<file path="config.mk">
export PLATFORM = sky130hd
export DESIGN_NAME = hazard_scoreboard_flat
export DESIGN_NICKNAME = d
export VERILOG_FILES = /design/src/rtl/hazard_scoreboard_if.sv /design/src/rtl/hazard_scoreboard.sv /design/src/flat_wrapper.sv
export SDC_FILE = /design/constraint.sdc
export NUM_CORES = 1
export LEC_CHECK = 0
export BUFFER_PORTS_ARGS = -buffer_cell sky130_fd_sc_hd__buf_2
export CORE_ASPECT_RATIO = 0.7
export CORE_MARGIN = 1
export CORE_UTILIZATION = 40
export DETAILED_ROUTE_END_ITERATION = 6
export PLACE_DENSITY = 0.62
export SETUP_SLACK_MARGIN = 0.2
export SLEW_MARGIN = 20
export SYNTH_ARGS = -nofsm -noshare
export SYNTH_HDL_FRONTEND = slang
export SYNTH_SLANG_ARGS = --single-unit
export TNS_END_PERCENT = 50
</file>
<file path="constraint.sdc">
create_clock -name clk -period 4.8 [get_ports clk]
set_input_delay 0.24 -clock clk [delete_from_list [all_inputs] [get_ports clk]]
set_output_delay 0.24 -clock clk [all_outputs]
set_load 0.01 [all_outputs]
</file>
<file path="src/rtl/hazard_scoreboard_if.sv">
// ID-stage <-> hazard scoreboard signal bundle.
// The master drives the decoded instruction and the core controls; the slave returns the stall and clear controls.
interface hazard_scoreboard_if #(
  parameter int unsigned NREG   = 16,
  parameter int unsigned RW     = 4,
  parameter int unsigned LAT_W  = 3,
  parameter int unsigned PERF_W = 16
);
  logic              id_valid;
  logic [RW-1:0]     id_rs;
  logic [RW-1:0]     id_rt;
  logic              id_use_rs;
  logic              id_use_rt;
  logic [RW-1:0]     id_rd;
  logic              id_wr_en;
  logic [LAT_W-1:0]  id_lat;
  logic              do_jump;
  logic              run;
  logic              stall;
  logic              pc_write_en;
  logic              if_id_write_en;
  logic              if_id_clean;
  logic              id_ex_clean;
  logic              ex_mem_clean;
  logic [NREG-1:0]   busy_vec;
  logic [PERF_W-1:0] stall_cycles;

  modport master (
    output id_valid, id_rs, id_rt, id_use_rs, id_use_rt, id_rd, id_wr_en, id_lat, do_jump, run,
    input  stall, pc_write_en, if_id_write_en, if_id_clean, id_ex_clean, ex_mem_clean,
           busy_vec, stall_cycles
  );

  modport slave (
    input  id_valid, id_rs, id_rt, id_use_rs, id_use_rt, id_rd, id_wr_en, id_lat, do_jump, run,
    output stall, pc_write_en, if_id_write_en, if_id_clean, id_ex_clean, ex_mem_clean,
           busy_vec, stall_cycles
  );
endinterface

</file>
<file path="src/rtl/hazard_scoreboard.sv">
// Per-register countdown scoreboard: stalls RAW/WAW hazards until the producer is forwardable,
// and kills young in-flight writers on a taken jump.
module hazard_scoreboard #(
  parameter int unsigned NREG    = 16,
  parameter int unsigned RW      = 4,
  parameter int unsigned LAT_W   = 3,
  parameter int unsigned FLUSH_D = 3,
  parameter int unsigned PERF_W  = 16
) (
  input  logic               clk,
  input  logic               rst,
  hazard_scoreboard_if.slave hz
);
  localparam int unsigned AGE_W = $clog2(FLUSH_D + 1) + 2;

  logic [LAT_W-1:0]  cnt_q [NREG];
  logic [LAT_W-1:0]  cnt_d [NREG];
  logic [AGE_W-1:0]  age_q [NREG];
  logic [AGE_W-1:0]  age_d [NREG];
  logic [PERF_W-1:0] stall_cycles_q;
  logic [PERF_W-1:0] stall_cycles_d;
  logic              raw;
  logic              waw;
  logic              stall;
  logic              issue;
  logic [NREG-1:0]   busy;

  // Hazard detection against the current scoreboard; r0 is never a hazard.
  always_comb begin
    raw   = (hz.id_use_rs && (hz.id_rs != '0) && (cnt_q[hz.id_rs] != '0)) ||
            (hz.id_use_rt && (hz.id_rt != '0) && (cnt_q[hz.id_rt] != '0));
    waw   = hz.id_wr_en && (hz.id_rd != '0) && (cnt_q[hz.id_rd] > hz.id_lat);
    stall = hz.id_valid && hz.run && !hz.do_jump && (raw || waw);
    issue = hz.id_valid && hz.run && !stall && !hz.do_jump;
  end

  // Scoreboard next state: flush kill, then issue, else countdown.
  always_comb begin
    for (int unsigned r = 0; r < NREG; r++) begin
      cnt_d[r] = cnt_q[r];
      age_d[r] = age_q[r];
      busy[r]  = (cnt_q[r] != '0);
      if (r != 0) begin
        if (cnt_q[r] != '0) begin
          cnt_d[r] = cnt_q[r] - LAT_W'(1);
        end
        if (age_q[r] != '1) begin
          age_d[r] = age_q[r] + AGE_W'(1);
        end
        if (hz.do_jump) begin
          if (age_q[r] < AGE_W'(FLUSH_D)) begin
            cnt_d[r] = '0;
          end
        end else if (issue && hz.id_wr_en && (hz.id_rd == RW'(r))) begin
          cnt_d[r] = hz.id_lat;
          age_d[r] = '0;
        end
      end else begin
        cnt_d[r] = '0;
        age_d[r] = '1;
      end
    end
    stall_cycles_d = stall_cycles_q;
    if (stall && (stall_cycles_q != '1)) begin
      stall_cycles_d = stall_cycles_q + PERF_W'(1);
    end
  end

  always_ff @(posedge clk) begin
    if (rst) begin
      for (int unsigned r = 0; r < NREG; r++) begin
        cnt_q[r] <= '0;
        age_q[r] <= '1;
      end
      stall_cycles_q <= '0;
    end else begin
      for (int unsigned r = 0; r < NREG; r++) begin
        cnt_q[r] <= cnt_d[r];
        age_q[r] <= age_d[r];
      end
      stall_cycles_q <= stall_cycles_d;
    end
  end

  assign hz.stall          = stall;
  assign hz.pc_write_en    = !stall;
  assign hz.if_id_write_en = !stall;
  assign hz.if_id_clean    = hz.do_jump;
  assign hz.id_ex_clean    = hz.do_jump || stall;
  assign hz.ex_mem_clean   = hz.do_jump;
  assign hz.busy_vec       = busy;
  assign hz.stall_cycles   = stall_cycles_q;
endmodule
</file>
<file path="src/flat_wrapper.sv">
// flat-port wrapper written by rule: the top's interface ports become plain ports
module hazard_scoreboard_flat 
#(
  parameter int unsigned NREG    = 16,
  parameter int unsigned RW      = 4,
  parameter int unsigned LAT_W   = 3,
  parameter int unsigned FLUSH_D = 3,
  parameter int unsigned PERF_W  = 16
)
  (clk, rst, hz_id_valid, hz_id_rs, hz_id_rt, hz_id_use_rs, hz_id_use_rt, hz_id_rd, hz_id_wr_en, hz_id_lat, hz_do_jump, hz_run, hz_stall, hz_pc_write_en, hz_if_id_write_en, hz_if_id_clean, hz_id_ex_clean, hz_ex_mem_clean, hz_busy_vec, hz_stall_cycles);
  hazard_scoreboard_if #(.NREG(NREG), .RW(RW), .LAT_W(LAT_W), .PERF_W(PERF_W)) hz_i ();
  input  logic clk;
  input  logic rst;
  input wire logic [$bits(hz_i.id_valid)-1:0] hz_id_valid;
  input wire logic [$bits(hz_i.id_rs)-1:0] hz_id_rs;
  input wire logic [$bits(hz_i.id_rt)-1:0] hz_id_rt;
  input wire logic [$bits(hz_i.id_use_rs)-1:0] hz_id_use_rs;
  input wire logic [$bits(hz_i.id_use_rt)-1:0] hz_id_use_rt;
  input wire logic [$bits(hz_i.id_rd)-1:0] hz_id_rd;
  input wire logic [$bits(hz_i.id_wr_en)-1:0] hz_id_wr_en;
  input wire logic [$bits(hz_i.id_lat)-1:0] hz_id_lat;
  input wire logic [$bits(hz_i.do_jump)-1:0] hz_do_jump;
  input wire logic [$bits(hz_i.run)-1:0] hz_run;
  output wire logic [$bits(hz_i.stall)-1:0] hz_stall;
  output wire logic [$bits(hz_i.pc_write_en)-1:0] hz_pc_write_en;
  output wire logic [$bits(hz_i.if_id_write_en)-1:0] hz_if_id_write_en;
  output wire logic [$bits(hz_i.if_id_clean)-1:0] hz_if_id_clean;
  output wire logic [$bits(hz_i.id_ex_clean)-1:0] hz_id_ex_clean;
  output wire logic [$bits(hz_i.ex_mem_clean)-1:0] hz_ex_mem_clean;
  output wire logic [$bits(hz_i.busy_vec)-1:0] hz_busy_vec;
  output wire logic [$bits(hz_i.stall_cycles)-1:0] hz_stall_cycles;
  assign hz_i.id_valid = hz_id_valid;
  assign hz_i.id_rs = hz_id_rs;
  assign hz_i.id_rt = hz_id_rt;
  assign hz_i.id_use_rs = hz_id_use_rs;
  assign hz_i.id_use_rt = hz_id_use_rt;
  assign hz_i.id_rd = hz_id_rd;
  assign hz_i.id_wr_en = hz_id_wr_en;
  assign hz_i.id_lat = hz_id_lat;
  assign hz_i.do_jump = hz_do_jump;
  assign hz_i.run = hz_run;
  assign hz_stall = hz_i.stall;
  assign hz_pc_write_en = hz_i.pc_write_en;
  assign hz_if_id_write_en = hz_i.if_id_write_en;
  assign hz_if_id_clean = hz_i.if_id_clean;
  assign hz_id_ex_clean = hz_i.id_ex_clean;
  assign hz_ex_mem_clean = hz_i.ex_mem_clean;
  assign hz_busy_vec = hz_i.busy_vec;
  assign hz_stall_cycles = hz_i.stall_cycles;
  hazard_scoreboard #(.NREG(NREG), .RW(RW), .LAT_W(LAT_W), .FLUSH_D(FLUSH_D), .PERF_W(PERF_W)) u_core (.clk(clk), .rst(rst), .hz(hz_i));
endmodule
</file>
Word-level counts from Yosys, hierarchy flattened
Memory sizes are Yosys's and may differ from the RTL's.
Index checks and enable logic that the tools add are counted.
{"block": "op_classes", "bitwise": 32, "n_eq_ne": 31, "magnitude_cmp": 16, "multipliers": 0, "n_addsub": 31, "n_reduce_logical": 54, "n_shift": 0, "muxes": 140, "div_mod_pow": 0}
{"operator": "$mux W4", "n": 61}
{"operator": "$mux W3", "n": 76}
{"operator": "$add A4 B1 Y4 const B", "n": 15}
{"operator": "$lt A4 B2 Y1 const B", "n": 15}
{"operator": "$ne A4 B4 Y1 const B", "n": 15}
{"operator": "$reduce_bool A3 Y1", "n": 18}
{"operator": "$sub A3 B1 Y3 const B", "n": 15}
{"operator": "$eq A4 B4 Y1 const B", "n": 8}
{"operator": "$or A1 B1 Y1", "n": 32}
{"operator": "$logic_and A1 B1 Y1", "n": 28}
{"operator": "$add A16 B1 Y16 const B", "n": 1}
{"operator": "$eq A4 B3 Y1 const B", "n": 4}
{"operator": "$ne A16 B16 Y1 const B", "n": 1}
{"operator": "$reduce_bool A4 Y1", "n": 3}
{"operator": "$eq A4 B2 Y1 const B", "n": 2}
{"operator": "$eq A4 B1 Y1 const B", "n": 1}
{"operator": "$gt A3 B3 Y1", "n": 1}
{"operator": "$logic_or A1 B1 Y1", "n": 3}
{"operator": "$mux W1", "n": 3}
{"operator": "$logic_not A1 Y1", "n": 2}
{"block": "totals", "regBits": 16, "output_inout_bits": 38, "latch_bits": 0, "memories": 2, "inputBits": 23, "word_cells": 307, "rom_bits": 0, "mem_bits_rw": 112}
{"name": "u_core.age_q", "depth": 16, "width": 4, "rd": 15, "rd_clocked_by_memory_dff": 0, "write_ports": 16, "line": "hazard_scoreboard.sv:18", "text": "logic [AGE_W-1:0] age_q [NREG];"}
{"name": "u_core.cnt_q", "depth": 16, "width": 3, "rd": 19, "rd_clocked_by_memory_dff": 0, "write_ports": 16, "line": "hazard_scoreboard.sv:16", "text": "logic [LAT_W-1:0] cnt_q [NREG];"}

Logic depth before layout (Yosys ltp)
Gate-level depths: netlist of run 1.
{"block": "logic_depth", "ltp_word": 14, "mapped_depth": 18, "ltp_nobuf": 13}

Worst setup path before layout of run 1
OpenSTA, ideal clock, no wires.
{"block": "synth_timing", "path_kind": "in2out", "start": "in hz_id_rd[0]", "end": "out hz_pc_write_en", "required_time_ps": 4560, "stages": 14, "slack_ps": 794, "arrival_ps": 3766, "n_path_buf": 5, "cell_sequence": "clkbuf_1 -> buf_1 -> mux4_2 -> mux4_2 -> ha_1 -> nor2b_1 -> o21a_1 -> o211a_1 -> o21bai_1 -> clkbuf_2 -> or2_4 -> buf_6 -> nand2_1 -> buf_4"}
{"block": "synth_between", "elab_chain_cells": 6, "elab_cells_between_ends": 8, "classes_between": "order compare: 1; reduce/logical: 6; memory: 1"}
{"item": "start, declared", "line": "flat_wrapper.sv:19", "text": "input wire logic [$bits(hz_i.id_rd)-1:0] hz_id_rd;"}
{"item": "$mem_v2 Z16 W3 / $reduce_bool A4 Y1 (equally long branches)"}
{"item": "$gt A3 B3 Y1 / $logic_and A1 B1 Y1 (equally long branches)", "line": "hazard_scoreboard.sv:32", "text": "waw = hz.id_wr_en && (hz.id_rd != '0) && (cnt_q[hz.id_rd] > hz.id_lat);"}
{"item": "$logic_and A1 B1 Y1 *", "line": "hazard_scoreboard.sv:32"}
{"item": "$logic_or A1 B1 Y1 *", "line": "hazard_scoreboard.sv:33", "text": "stall = hz.id_valid && hz.run && !hz.do_jump && (raw || waw);"}
{"item": "$logic_and A1 B1 Y1 *", "line": "hazard_scoreboard.sv:33"}
{"item": "$logic_not A1 Y1 *"}
{"item": "end, declared", "line": "flat_wrapper.sv:25", "text": "output wire logic [$bits(hz_i.pc_write_en)-1:0] hz_pc_write_en;"}
Every way passes the cells marked *; elsewhere a longest branch is shown, timed or not.

==> results of run 1 <==
-- synth_stat cells, drive strengths merged, types with 10 or more instances --
cell type	count	share of area, %
nand3b	10	0.95
nand2	63	3.0
dfxtp	121	31
nor3	16	1.0
a21oi	18	1.1
nor4	20	3.1
o211ai	16	1.5
o21bai	30	2.8
nor2b	10	0.79
or3	19	1.5
mux2	11	1.6
a21o	34	3.2
ha	49	7.7
nand2b	41	3.2
inv	40	1.9
buf	16	1.3
clkbuf	34	1.6
xor2	12	1.3
nor2	70	3.3
o21ai	35	2.3
a211o	12	1.3
o31ai	19	1.8
o221ai	27	3.1
nand3	56	3.5
mux2i	40	5.0
mux4	12	3.4
xnor2	20	2.2
-- power by group through the flow --
stage | logic [W] | registers [W] | clock network, W
final | 0.00267 | 0.00177 | 0.00120
after global routing | 0.00303 | 0.00182 | 0.00128
after CTS | 0.00267 | 0.00176 | 0.00122
after detailed placement | 0.00265 | 0.00178 | 0
after global placement | 0.00261 | 0.00178 | 0
after floorplan | 0.00218 | 0.00164 | 0
-- tightest hold or removal path, stage by stage --
cell and delay [ps]:
buf_2 110, mux2i_1 70, o2bb2ai_1 130
-- placed cells by master, fill, tap and decap left out, types with 20 or more instances in the layout --
master	instances
dfxtp_1	121
o21bai_1	30
nand3_1	56
buf_2	59
o21ai_0	34
ha_1	49
o221ai_1	26
mux2i_1	40
a21o_1	34
nand2b_1	41
nand2_1	63
xnor2_1	20
inv_1	40
nor2_1	70
-- sequential cells by signal, summed over array words and instances (netlist names) --
register                flops
u_core.age_q               60
u_core.cnt_q               45
u_core.hz.stall_cycles     16
-- per-stage QoR --
stage / power (W) / utilization, % / hold WS [ps] / worst slack, ps / instances
after global placement: 0.00439 / 43.7 / 493 / 850 / 1189
after floorplan: 0.00382 / - / 430 / 794 / 910
after global routing: 0.00613 / 46.5 / 219 / 670 / 1221
final: 0.00565 / 46.5 / 167 / 822 / 1221
after detailed placement: 0.00443 / 43.7 / 490 / 786 / 1189
after CTS: 0.00565 / 46.5 / 151 / 831 / 1221
-- per-layer routing --
metal / vias up / routed length [um]
met4: 0 / 218
met1: 3255 / 10700
met5: - / 0
met3: 19 / 1290
li1: 3415 / -
met2: 202 / 8290
-- logic make-up (layout without fill, tap and decap cells) --
logic type	after synthesis	count (layout)	share of synthesized area (%)
fa+ha+maj	49	49	7.73
flops	121	121	30.5
mux	63	63	10.1
other cells	1	1	0.0473
compound gates	219	219	20.0
buf+inv	90	137	4.81
simple gates	335	335	23.3
xor+xnor	32	32	3.53
-- worst min path at each step --
stage | from | end | slack (ps)
2_1_floorplan | hz_id_lat[2] | u_core.cnt_q[1][2] | 430
3_3_place_gp | u_core.hz.stall_cycles[9] | u_core.hz.stall_cycles[9] | 490
3_5_place_dp | u_core.hz.stall_cycles[9] | u_core.hz.stall_cycles[9] | 490
4_1_cts | hz_id_lat[2] | u_core.cnt_q[1][2] | 150
5_1_grt | hz_id_lat[2] | u_core.cnt_q[1][2] | 220
6_report | hz_id_lat[2] | u_core.cnt_q[1][2] | 170
-- layout make-up --
type | instances | share of cell area [%]
Clock buffer | 21 | 5.05
Clock inverter | 11 | 1.12
Timing Repair Buffer | 65 | 3.81
Tap cell | 264 | 3.70
Inverter | 40 | 1.68
Sequential cell | 121 | 27.1
Multi-Input combinational cell | 699 | 57.5
==> results.yml, run 1 <==
status:
  outcome: "finished, final reports clean"
worst_setup_path:
  path_cells: "mux4_2 > mux4_2 > ha_1 > nor2b_1 > o21a_1 > o211a_1 > o21bai_1 > or2_4 > nand2_1 > nand2b_1 > buf_2"
  r2r_start: "u_core.cnt_q[14][1]"
  crit_path_top_delay_cell: "mux4_2"
  crit_buf_inv: 1
  r2r_cells: 10
  endpoint_kind: "output pin"
  crit_family: "multiplexers"
  crit_top_cell: "mux4_2"
  critPathKind: "flop to output pin"
  ff2ff_setup_slack_ps: 1110
  crit_cells: 11
  crit_arrival_ps: 3740
  path_max_fanout: 11
  critPathMaxStageDelay_ps: 480
  worstSetupEndpoint: "hz_id_ex_clean"
  rr_endpoint: "u_core.cnt_q[9][2]"
  worst_setup_path_start_kind: "flop"
  cp.required_ps: 4560
  crit_path_start: "u_core.cnt_q[14][1]"
job:
  max_cap_viol_count: 0
sta:
  tns_ps: 0
  worst_slew_margin_rel_pct: 24.4
  min_period_ps: 3980
  report.final.slew_viol_count: 0
  skew_ps: 9.88
  setup_viol: 0
  worstMarginPinSlew_ps: 1130
  grt_setup_unrepaired: "no"
  finalCritPeriodShare_pct: 82.9
  hold_viol: 0
  max_freq_mhz: 251
global_route:
  grt_util_met2_pct: 29.3
  busiest_layer: "met1"
  use_met1_pct: 32.0
  grtUsageTotal_pct: 21.2
  grt_pass1_wl_um: 33400
  overflow: 0
  grt_max_degree: 79
  grt_pass1_vias: 6152
  grt_use_met3_pct: 4.98
  antenna_found_initial: 0
routing:
  postRouteAntennaNets: 0
  via_count: 6891
  drc_errors: 0
  wl_per_cell_um: 16.8
  first_iter_violations: 641
  first_pass_iters: 5
  finalWirelength_um: 20500
  avgViaCountPerCell: 5.64
clock_network:
  path_clk_slew_ps: 60
  post_cts_buffers: 0
  numCtsBuffers: 17
  ctsLongestPathBuffers: 2
  postCtsHoldBufs: 0
  clock-sinks: 121
  worstSkewPairLatency_ps: 420
  cts_resized: 0
  cts_tree: "built"
  htree_levels: 4
  root_buffer: "clkbuf_16"
min_path:
  hold_path.class: "input port to flop"
  hold_depth: 3
synthesis:
  synth_ff_type: "dfxtp_1"
  netlist-cell-type-count: 65
  ys_ff_latch: 121
  synth_cells: 910
  synth_edf_count: 0
  syn_area_sq_um: 7930
  syn_nets: 982
  seq_area_frac_synth_pct: 30.5
  synth_warnings: 0
  ys_async_sr_fraction_pct: 0
  synth_area_per_cell_sq_um: 8.72
die:
  start_util_pct: 41.4
  die_y_um: 120
  dieArea_sq_um: 20400
  core_area_sq_um: 19200
  placementRows: 42
  die_w_um: 170
  io_pins: 61
cells_and_area:
  drive_gt1_share_pct: 14.3
  multi_input_area_sq_um: 5130
  nNetsFinal: 1016
  diodes: 0
  post-route-cell-area_sq_um: 8920
  fillers: 1883
  area_growth_pct: 12.5
  final-seq-area_sq_um: 2420
placement:
  placed_cell_area_sq_um: 8370
  place_hpwl_um: 15000
  gp_congestion: 0.883
  io_buffers: 59
power_and_ir_drop:
  ir_drop_v: 0.000230
  power.internal_w: 0.00334
  power.clock.fraction_pct: 21.3
  p_per_area_nw_per_um2: 633
  p_seq_share_pct: 31.4
  swShare_pct: 40.8
  switching_power_w: 0.00230
  p_leak_nw: 3.65
  power_frac_comb_pct: 47.3
(Power assumes the default switching activity.)
==> run 2, diff against run 1 <==
- clock period: 4.8 -> 3.75 ns (I/O delays scaled with it)
==> run 2 against run 1 <==
Against the previous run: critical endpoint unchanged; clock skew shrank 4.7 ps; total power grew 34%; via count increased by 1.3%; count of clock-buffer cells in the layout unchanged.
==> results.yml, run 2 (synthesized netlist as in run 1, its figures left out) <==
clock_network:
  ctsLongestPathBuffers: 2
  clock-sinks: 121
  worstSkewPairLatency_ps: 420
  htree_levels: 4
  cts_tree: "built"
  path_clk_slew_ps: 60
  numCtsBuffers: 17
  root_buffer: "clkbuf_16"
worst_setup_path:
  crit_buf_inv: 1
  r2r_start: "u_core.cnt_q[12][1]"
  critPathMaxStageDelay_ps: 520
  endpoint_kind: "output pin"
  cp.required_ps: 3560
  worst_setup_path_start_kind: "flop"
  crit_path_start: "u_core.cnt_q[12][1]"
  crit_cells: 11
  critPathKind: "flop to output pin"
  path_max_fanout: 8
  crit_path_top_delay_cell: "mux4_2"
  path_cells: "mux4_2 > mux4_2 > ha_4 > nor2b_1 > o21a_1 > o211a_1 > o21bai_4 > or2_4 > nand2_4 > nand2b_1 > buf_2"
  crit_family: "multiplexers"
  crit_arrival_ps: 3270
  r2r_cells: 11
  crit_top_cell: "mux4_2"
global_route:
  overflow: 0
  grt_max_degree: 42
  antenna_found_initial: 0
  grt_pass1_vias: 6537
  grtUsageTotal_pct: 22.0
  grt_pass1_wl_um: 34600
routing:
  avgViaCountPerCell: 5.57
  first_iter_violations: 674
  first_pass_iters: 6
  finalWirelength_um: 21500
  via_count: 6981
  wl_per_cell_um: 17.1
  postRouteAntennaNets: 0
  drc_errors: 0
status:
  outcome: "finished, final reports clean"
power_and_ir_drop:
  p_per_area_nw_per_um2: 816
  ir_drop_v: 0.000394
  p_leak_nw: 3.87
sta:
  max_freq_mhz: 289
  skew_ps: 5.13
  worstMarginPinSlew_ps: 1040
  hold_viol: 0
  report.final.slew_viol_count: 0
  timing.hold.ws_ps: 139
  setup_viol: 0
  setup_ws_ps: 291
  finalCritPeriodShare_pct: 92.3
  grt_setup_unrepaired: "yes"
  min_period_ps: 3460
  worst_slew_margin_rel_pct: 30.4
  tns_ps: 0
die:
  die_y_um: 120
  dieArea_sq_um: 20400
  io_pins: 61
  die_w_um: 170
  placementRows: 42
  start_util_pct: 41.4
  core_area_sq_um: 19200
cells_and_area:
  fillers: 1814
  final_cells: 1254
  top_register: "u_core.age_q"
  layout_common_cells: "dfxtp_1 (117), nor2_1 (70), nand2_1 (62)"
  nNetsFinal: 1049
  area_growth_pct: 16.9
  final_common_cell: "dfxtp_1"
  drive_gt1_share_pct: 18.2
  diodes: 0
  largest_register_ffs: 60
  multi_input_area_sq_um: 5160
  final-seq-area_sq_um: 2430
min_path:
  hold_depth: 3
  worstHoldStart: "hz_id_lat[2]"
  hold_path.class: "input port to flop"
placement:
  dp.cells: 1221
  io_buffers: 59
  place_ws_ps: -64.5
  gp_congestion: 0.916
  place_hpwl_um: 15800
job:
  max_cap_viol_count: 0
## run 2: cell count changes in the layout (fill, tap and decap cells not counted), moves of 2 or more
cell        change
dfxtp_1         -4
clkbuf_8        +3
clkinvlp_4      -2
dfxtp_2         +3
buf_4          +32
clkbuf_1        -3
## run 2: path summary, 6_finish.rpt
kind	endpoint	slack (ps)
setup / recovery	hz_id_ex_clean	290
hold / removal	u_core.cnt_q[1][2]	140
setup reg to reg	u_core.age_q[1][26]	310
hold reg to reg	u_core.hz.stall_cycles[15]	500
## run 2: worst min-delay path: cells and delay by family
| family | cells | cell delay, ps |
|---|---|---|
| AOI/OAI and AO/OA | 1 | 140 |
| buffers and inverters | 1 | 130 |
| muxes | 1 | 70 |
## run 2: report_power, final
| group | switching [W] | leakage [nW] | internal, W |
|---|---|---|---|
| clock | 0.000621 | 0.291 | 0.00104 |
| sequential | 0.000480 | 1.00 | 0.00174 |
| combinational | 0.00192 | 2.58 | 0.00176 |
## run 2: layout make-up
type | count | area share (%)
Multi-Input combinational cell | 699 | 55.7
Sequential cell | 121 | 26.2
Timing Repair Buffer | 98 | 6.48
Clock buffer | 21 | 5.18
Tap cell | 264 | 3.56
Inverter | 40 | 1.62
Clock inverter | 11 | 1.30
## run 2: metal layers
layer	routed length (um)	global-route usage, %	part of all wire, %
met3	1440	4.65	6.7
met2	9070	32.6	42
met5	0	0	0
met1	10700	31.5	50
met4	299	6.87	1.4
## run 2: timing repair
item                       in CTS  in global routing
hold buffers                    0                  0
pin swaps                       1                  2
gates resized for setup         3                  7
buffers inserted                1                  0
setup endpoints to repair       4                 34
## run 2: through the flow
stage          power, W  util [%]  area, sq um
4_1_cts         0.00755      48.2         9250
5_1_grt         0.00816      48.3         9270
2_1_floorplan   0.00489         -         7940
3_3_place_gp    0.00574      45.0         8630
6_report        0.00756      48.3         9270
3_5_place_dp    0.00582      45.0         8630
